[config.mk]
export PLATFORM = sky130hd
export DESIGN_NAME = pipe_stage_reg
export DESIGN_NICKNAME = d
export VERILOG_FILES = /design/src/rtl/pipe_stage_reg.sv
export SDC_FILE = /design/constraint.sdc
export NUM_CORES = 1
export LEC_CHECK = 0
export ABC_AREA = 0
export BUFFER_PORTS_ARGS = -buffer_cell sky130_fd_sc_hd__buf_4
export CORE_MARGIN = 5
export CORE_UTILIZATION = 30
export DETAILED_ROUTE_END_ITERATION = 16
export PLACE_DENSITY = 0.57
export SLEW_MARGIN = 10
export SYNTH_ARGS = -nofsm -noshare
export SYNTH_HDL_FRONTEND = slang
export SYNTH_SLANG_ARGS = --single-unit
export TNS_END_PERCENT = 10
[constraint.sdc]
create_clock -name CLK -period 3.3 [get_ports CLK]
set_input_delay 0.66 -clock CLK [delete_from_list [all_inputs] [get_ports CLK]]
set_output_delay 0.66 -clock CLK [all_outputs]
set_load 0.02 [all_outputs]
[src/rtl/pipe_stage_reg.sv]
// Generic valid/ready pipeline stage register with an optional 2-entry skid buffer.
// Occupancy is the state encoding; flush empties the stage and reloads CLEAR_VAL.
module pipe_stage_reg #(
  parameter int               WIDTH     = 32,
  parameter bit               SKID      = 1'b1,
  parameter logic [WIDTH-1:0] CLEAR_VAL = '0
) (
  input  logic             CLK,
  input  logic             nRST,
  input  logic             flush,
  input  logic             in_valid,
  output logic             in_ready,
  input  logic [WIDTH-1:0] in_data,
  output logic             out_valid,
  input  logic             out_ready,
  output logic [WIDTH-1:0] out_data,
  output logic [1:0]       occupancy
);

  typedef enum logic [1:0] {
    EMPTY = 2'd0,
    ONE   = 2'd1,
    FULL  = 2'd2
  } state_e;

  state_e           state_q, state_d;
  logic [WIDTH-1:0] main_q, main_d;
  logic [WIDTH-1:0] skid_q, skid_d;
  logic             rdy_q, rdy_d;
  logic             in_fire, out_fire;

  assign out_valid = (state_q != EMPTY);
  assign out_data  = main_q;
  assign occupancy = state_q;
  // With the skid buffer, ready comes straight from a flop; without it, ready looks through to out_ready.
  assign in_ready  = SKID ? rdy_q : (!out_valid || out_ready);
  assign in_fire   = in_valid && in_ready;
  assign out_fire  = out_valid && out_ready;

  always_comb begin
    state_d = state_q;
    main_d  = main_q;
    skid_d  = skid_q;
    case (state_q)
      EMPTY: begin
        if (in_fire) begin
          state_d = ONE;
          main_d  = in_data;
        end
      end
      ONE: begin
        if (in_fire && out_fire) begin
          main_d = in_data;
        end else if (in_fire) begin
          state_d = FULL;
          skid_d  = in_data;
        end else if (out_fire) begin
          state_d = EMPTY;
          main_d  = CLEAR_VAL;
        end
      end
      FULL: begin
        if (out_fire) begin
          state_d = ONE;
          main_d  = skid_q;
          skid_d  = CLEAR_VAL;
        end
      end
      default: begin
        state_d = EMPTY;
        main_d  = CLEAR_VAL;
        skid_d  = CLEAR_VAL;
      end
    endcase
    // Flush drops everything, including a beat accepted this cycle.
    if (flush) begin
      state_d = EMPTY;
      main_d  = CLEAR_VAL;
      skid_d  = CLEAR_VAL;
    end
    rdy_d = (state_d != FULL);
  end

  always_ff @(posedge CLK) begin
    if (!nRST) begin
      state_q <= EMPTY;
      main_q  <= CLEAR_VAL;
      skid_q  <= CLEAR_VAL;
      rdy_q   <= 1'b1;
    end else begin
      state_q <= state_d;
      main_q  <= main_d;
      skid_q  <= skid_d;
      rdy_q   <= rdy_d;
    end
  end

endmodule

**Word level (Yosys, flattened, before mapping)**

Cells that the tools add are included.

- Register bits after elaboration: 67
- Bits of input ports: 37

- Reduce and logical (&&, ||, !) cells: 8
- Eq/ne operators: 9
- Mux-type cells: 15
- Bitwise gates (word level): 2

Operators with widths:

| operator | number |
|---|---|
| $mux 32 | 6 |
| $pmux 32 s3 | 2 |
| $mux 2 | 6 |
| $ne 2x2->1 const B | 5 |
| $reduce_and 4->1 | 2 |
| $ne 3x3->1 const B | 2 |
| $pmux 2 s3 | 1 |
| $logic_and 1x1->1 | 3 |
| $eq 2x1->1 const B | 1 |
| $eq 2x2->1 const B | 1 |
| $logic_not 2->1 | 1 |
| $not 1->1 | 2 |
| $reduce_bool 2->1 | 1 |
| $reduce_or 2->1 | 1 |

**Depth between registers and ports, before layout**

- Depth after elaboration: 8
- Gate-level depth with buffers: 7
- Mapped depth without buffers: 4

**Least setup slack after synthesis**

OpenSTA, ideal clock, no wires.

- Kind: register to output
- From: reg state_q[0], in the netlist occupancy[0]
- To: out out_valid
- Path slack: 1.514 ns
- Arrival: 1.126 ns
- Buffers on the path: 2
- Stages on the path, launching flop included: 4
- Required time: 2.640 ns
- Path through: dfxtp_1 > buf_4 > buf_2 > or2_2

- Cells in the longest elaborated chain, start to end: 1

Ends and longest elaborated chain:

| what | RTL line | RTL |
|---|---|---|
| from (decl) | 26 | `state_e state_q, state_d;` |
| from (signal assigned) | 91 | `state_q <= state_d;` |
| $reduce_bool 2->1 | 32 | `assign out_valid = (state_q != EMPTY);` |
| to (decl) | 14 | `output logic out_valid,` |

No other way between the ends.

**Worst setup path in the final report**

- From: reg state_q[1], in the netlist occupancy[1]
- To: reg skid_q[19]

- Cells in the longest elaborated chain, start to end: 5
- Elaborated cells between the ends (all ways): 12

Ends and longest elaborated chain:

| what | RTL line | RTL |
|---|---|---|
| $reduce_bool 2->1 | 32 |  |
| $logic_and 1x1->1 | 38 | `assign out_fire = out_valid && out_ready;` |
| $logic_and 1x1->1 | 52 | `if (in_fire && out_fire) begin` |
| $ne 2x2->1 (no line) | - |  |
| $reduce_and 4->1 (no line) | - |  |
| to (signal assigned) | 93 | `skid_q <= skid_d;` |
| to (decl) | 28 | `logic [WIDTH-1:0] skid_q, skid_d;` |

Parallel ways exist; a longest one is shown, timed or not.
A chain may end at the register's enable or synchronous reset.

==> out/qor.yml <==
synth-edff-count: 0
switchingPower_mw: 0.5376
finalCriticalPeriod_ns: 2.387
area_growth_pct: 23.71
total_leakage_power_nw: 1.589
end_kind: "flop"
ctsResizeCount: 0
muxShareOfSynthArea: 0.1888
layout_common_cells: "78 x buf_4, 66 x nor2_1, 65 x mux2i_1, 65 x dfxtp_1"
p_per_area_nw_per_um2: 509.1
drtIter0Drc: 127
cts_root_buf: "clkbuf_16"
cp_max_fo: 32
rsz0062_at_grt: "false"
netlist_instances: 348
cts_made_buffers: 9
synth.ff_latch_count: 67
antenna_found_initial: 0
tightest_slew_ns: 0.9980
grt_pass1_wl_um: 13510
crit_slowest_cell: "dfxtp_2"
synth.cell_area_um2: 3446
start_kind: "flop"
layout.nets: 440
synth_ff_type: "dfxtp_1"
grt_pass1_vias: 2668
ios: 73
slew_headroom: 0.3315
swShare: 0.2477
synth.distinct_cells: 29
overflow: 0
wl_per_cell_um: 15.03
synth_fa_ha_area_frac: 0
hpwl_um: 5507
cp.depth: 5
max_freq_mhz: 418.9
drtAntennaViolNets: 0
synth.top_cell.area_share: 0.3893
syn_nets: 385
cap_violations: 0
die_area_um2: 13730
track_usage: 0.1266
port_buffers: 72
crit_buf_inv: 1
arrival_ns: 2.58
postCtsHoldBufs: 0
synth-compound-area-share: 0.1786
cts_tree: "done"
yosys.area.top_type: "dfxtp_1"
worstRegToRegCells: 5
synth_xor_area_frac: 0
power_frac_seq: 0.388
peakVddDrop_mv: 0.1871
netlist_top_cells_area: "dfxtp_1 39%, mux2i_1 19%, o2bb2ai_1 8.1%, nor2_1 7.2%, and2_1 5.8%"
setup_viol: 0
cellInternalPower_mw: 1.633
gp_congestion: 0.6758
nFillCells: 1167
fin_skew_ns: 0.005448
cts_max_level: 3
wl_um: 8284
synth_top_family_by_area: "multiplexers"
hold_viol_final: 0
hold_class: "reg -> reg"
yosys.area_share.simple: 0.1594
die_x_um: 117.2
drc: 0
worst_hold_path.num_cells: 2
async_flop_share: 0
dr_total_vias: 2654
clk_latency_ns: 0.33
yosysWarnings: 0
finalCritPeriodShare: 0.7235
grt_max_degree: 38
synth-seq-area-share: 0.3893
start_util: 0.3044
path_cells: "buf_4 > and2b_1 > and2_1 > mux2i_1 > nor2_1"
vias_per_cell: 4.817
outcome: "finished, final reports clean"
core-area_um2: 11320
clock-sinks: 67
fin_tns_setup_ns: 0
crit_type: "reg -> reg"
die_height_um: 117.2
layout_commonest_cell: "buf_4"
drt_first_pass_iters: 4
cp_top_family: "simple AND/OR/NAND/NOR gates"
clkTransAtPathRegs_ns: 0.06
fin_util: 0.3765
num_rows: 39
post_cts_buffers: 0
p_clk_frac: 0.485
required_ns: 3.49
final_max_slew_viol_count: 0
diodes: 0
syn-mean-instance-area_um2: 9.902
slowest_delay_ns: 0.73
drive_above_1_share: 0.2647
p_comb_frac: 0.127
clk_path_buf_depth: 2
[through the flow]
step                      total power [mW]  hold slack (ns)  instances  setup slack, ns  area [um2]
after CTS                            2.194           0.4973        551           0.8693        4263
after global placement               1.135           0.4742        535           0.9348        3935
after global routing                 2.258           0.5148        551           0.6759        4263
final                                2.170           0.4942        551           0.9126        4263
after detailed placement             1.139           0.4840        535           0.8784        3935
after floorplan                      1.054           0.4601        348            1.514        3446
[synth_stat cells, types with 2 or more instances]
library cell,n
mux2i_1,65
buf_4,3
nand3b_1,3
buf_12,3
dfxtp_1,67
a22oi_1,26
clkbuf_1,12
nor2_1,66
and2_1,32
a22oi_2,6
buf_6,13
buf_2,3
a21oi_1,2
o2bb2ai_1,32
[metal layers]
layer  routed length (um)  track usage  vias to the layer above
met5                    0            0                        -
met4                  134      0.05275                        0
met3                  367      0.03136                       11
met2                 3793       0.1980                       60
met1                 3988       0.1666                     1229
li1                     -            -                     1354
[flip-flops by register name, summed over array words and instances, names as in the netlist]
register,flops
in_ready,1
occupancy,2
out_data,32
skid_q,32
[layout make-up]
class | instances | area [um2] | share of cell area
multi-input cells | 247 | 1827 | 0.4285
clock buffers | 10 | 239.0 | 0.05606
clock inverters | 6 | 88.84 | 0.02084
repair buffers | 78 | 585.6 | 0.1374
well taps | 143 | 178.9 | 0.04197
flip-flops and latches | 67 | 1344 | 0.3152
[worst min-delay path: cells and delay by family, from the launching register on]
kind | cells | cell delay, ns
multiplexers | 1 | 0.06
AND/OR/NAND/NOR | 1 | 0.07
flip-flops | 1 | 0.32
[power groups by stage]
| stage | combinational [mW] | clock [mW] | sequential [mW] |
|---|---|---|---|
| 6_report | 0.275 | 1.05 | 0.843 |
| 5_1_grt | 0.306 | 1.11 | 0.845 |
| 4_1_cts | 0.279 | 1.07 | 0.843 |
| 3_5_place_dp | 0.278 | 0 | 0.861 |
| 3_3_place_gp | 0.275 | 0 | 0.860 |
| 2_1_floorplan | 0.179 | 0 | 0.875 |
[logic make-up (layout without fill, tap and decap cells)]
group	after synthesis	count (layout)
AO/OA/AOI/OAI	71	71
buffers and inverters	34	94
flip-flops	67	67
multiplexers	65	65
AND/OR/NAND/NOR	111	111
[path summary, 6_finish.rpt]
| path | startpoint | end | slack [ns] |
|---|---|---|---|
| max reg2reg | occupancy[1] | skid_q[19] | 0.91 |
| min reg2reg | skid_q[3] | skid_q[3] | 0.49 |
| min | skid_q[3] | skid_q[3] | 0.49 |
| max | occupancy[1] | skid_q[19] | 0.91 |
(Power assumes the default switching activity.)
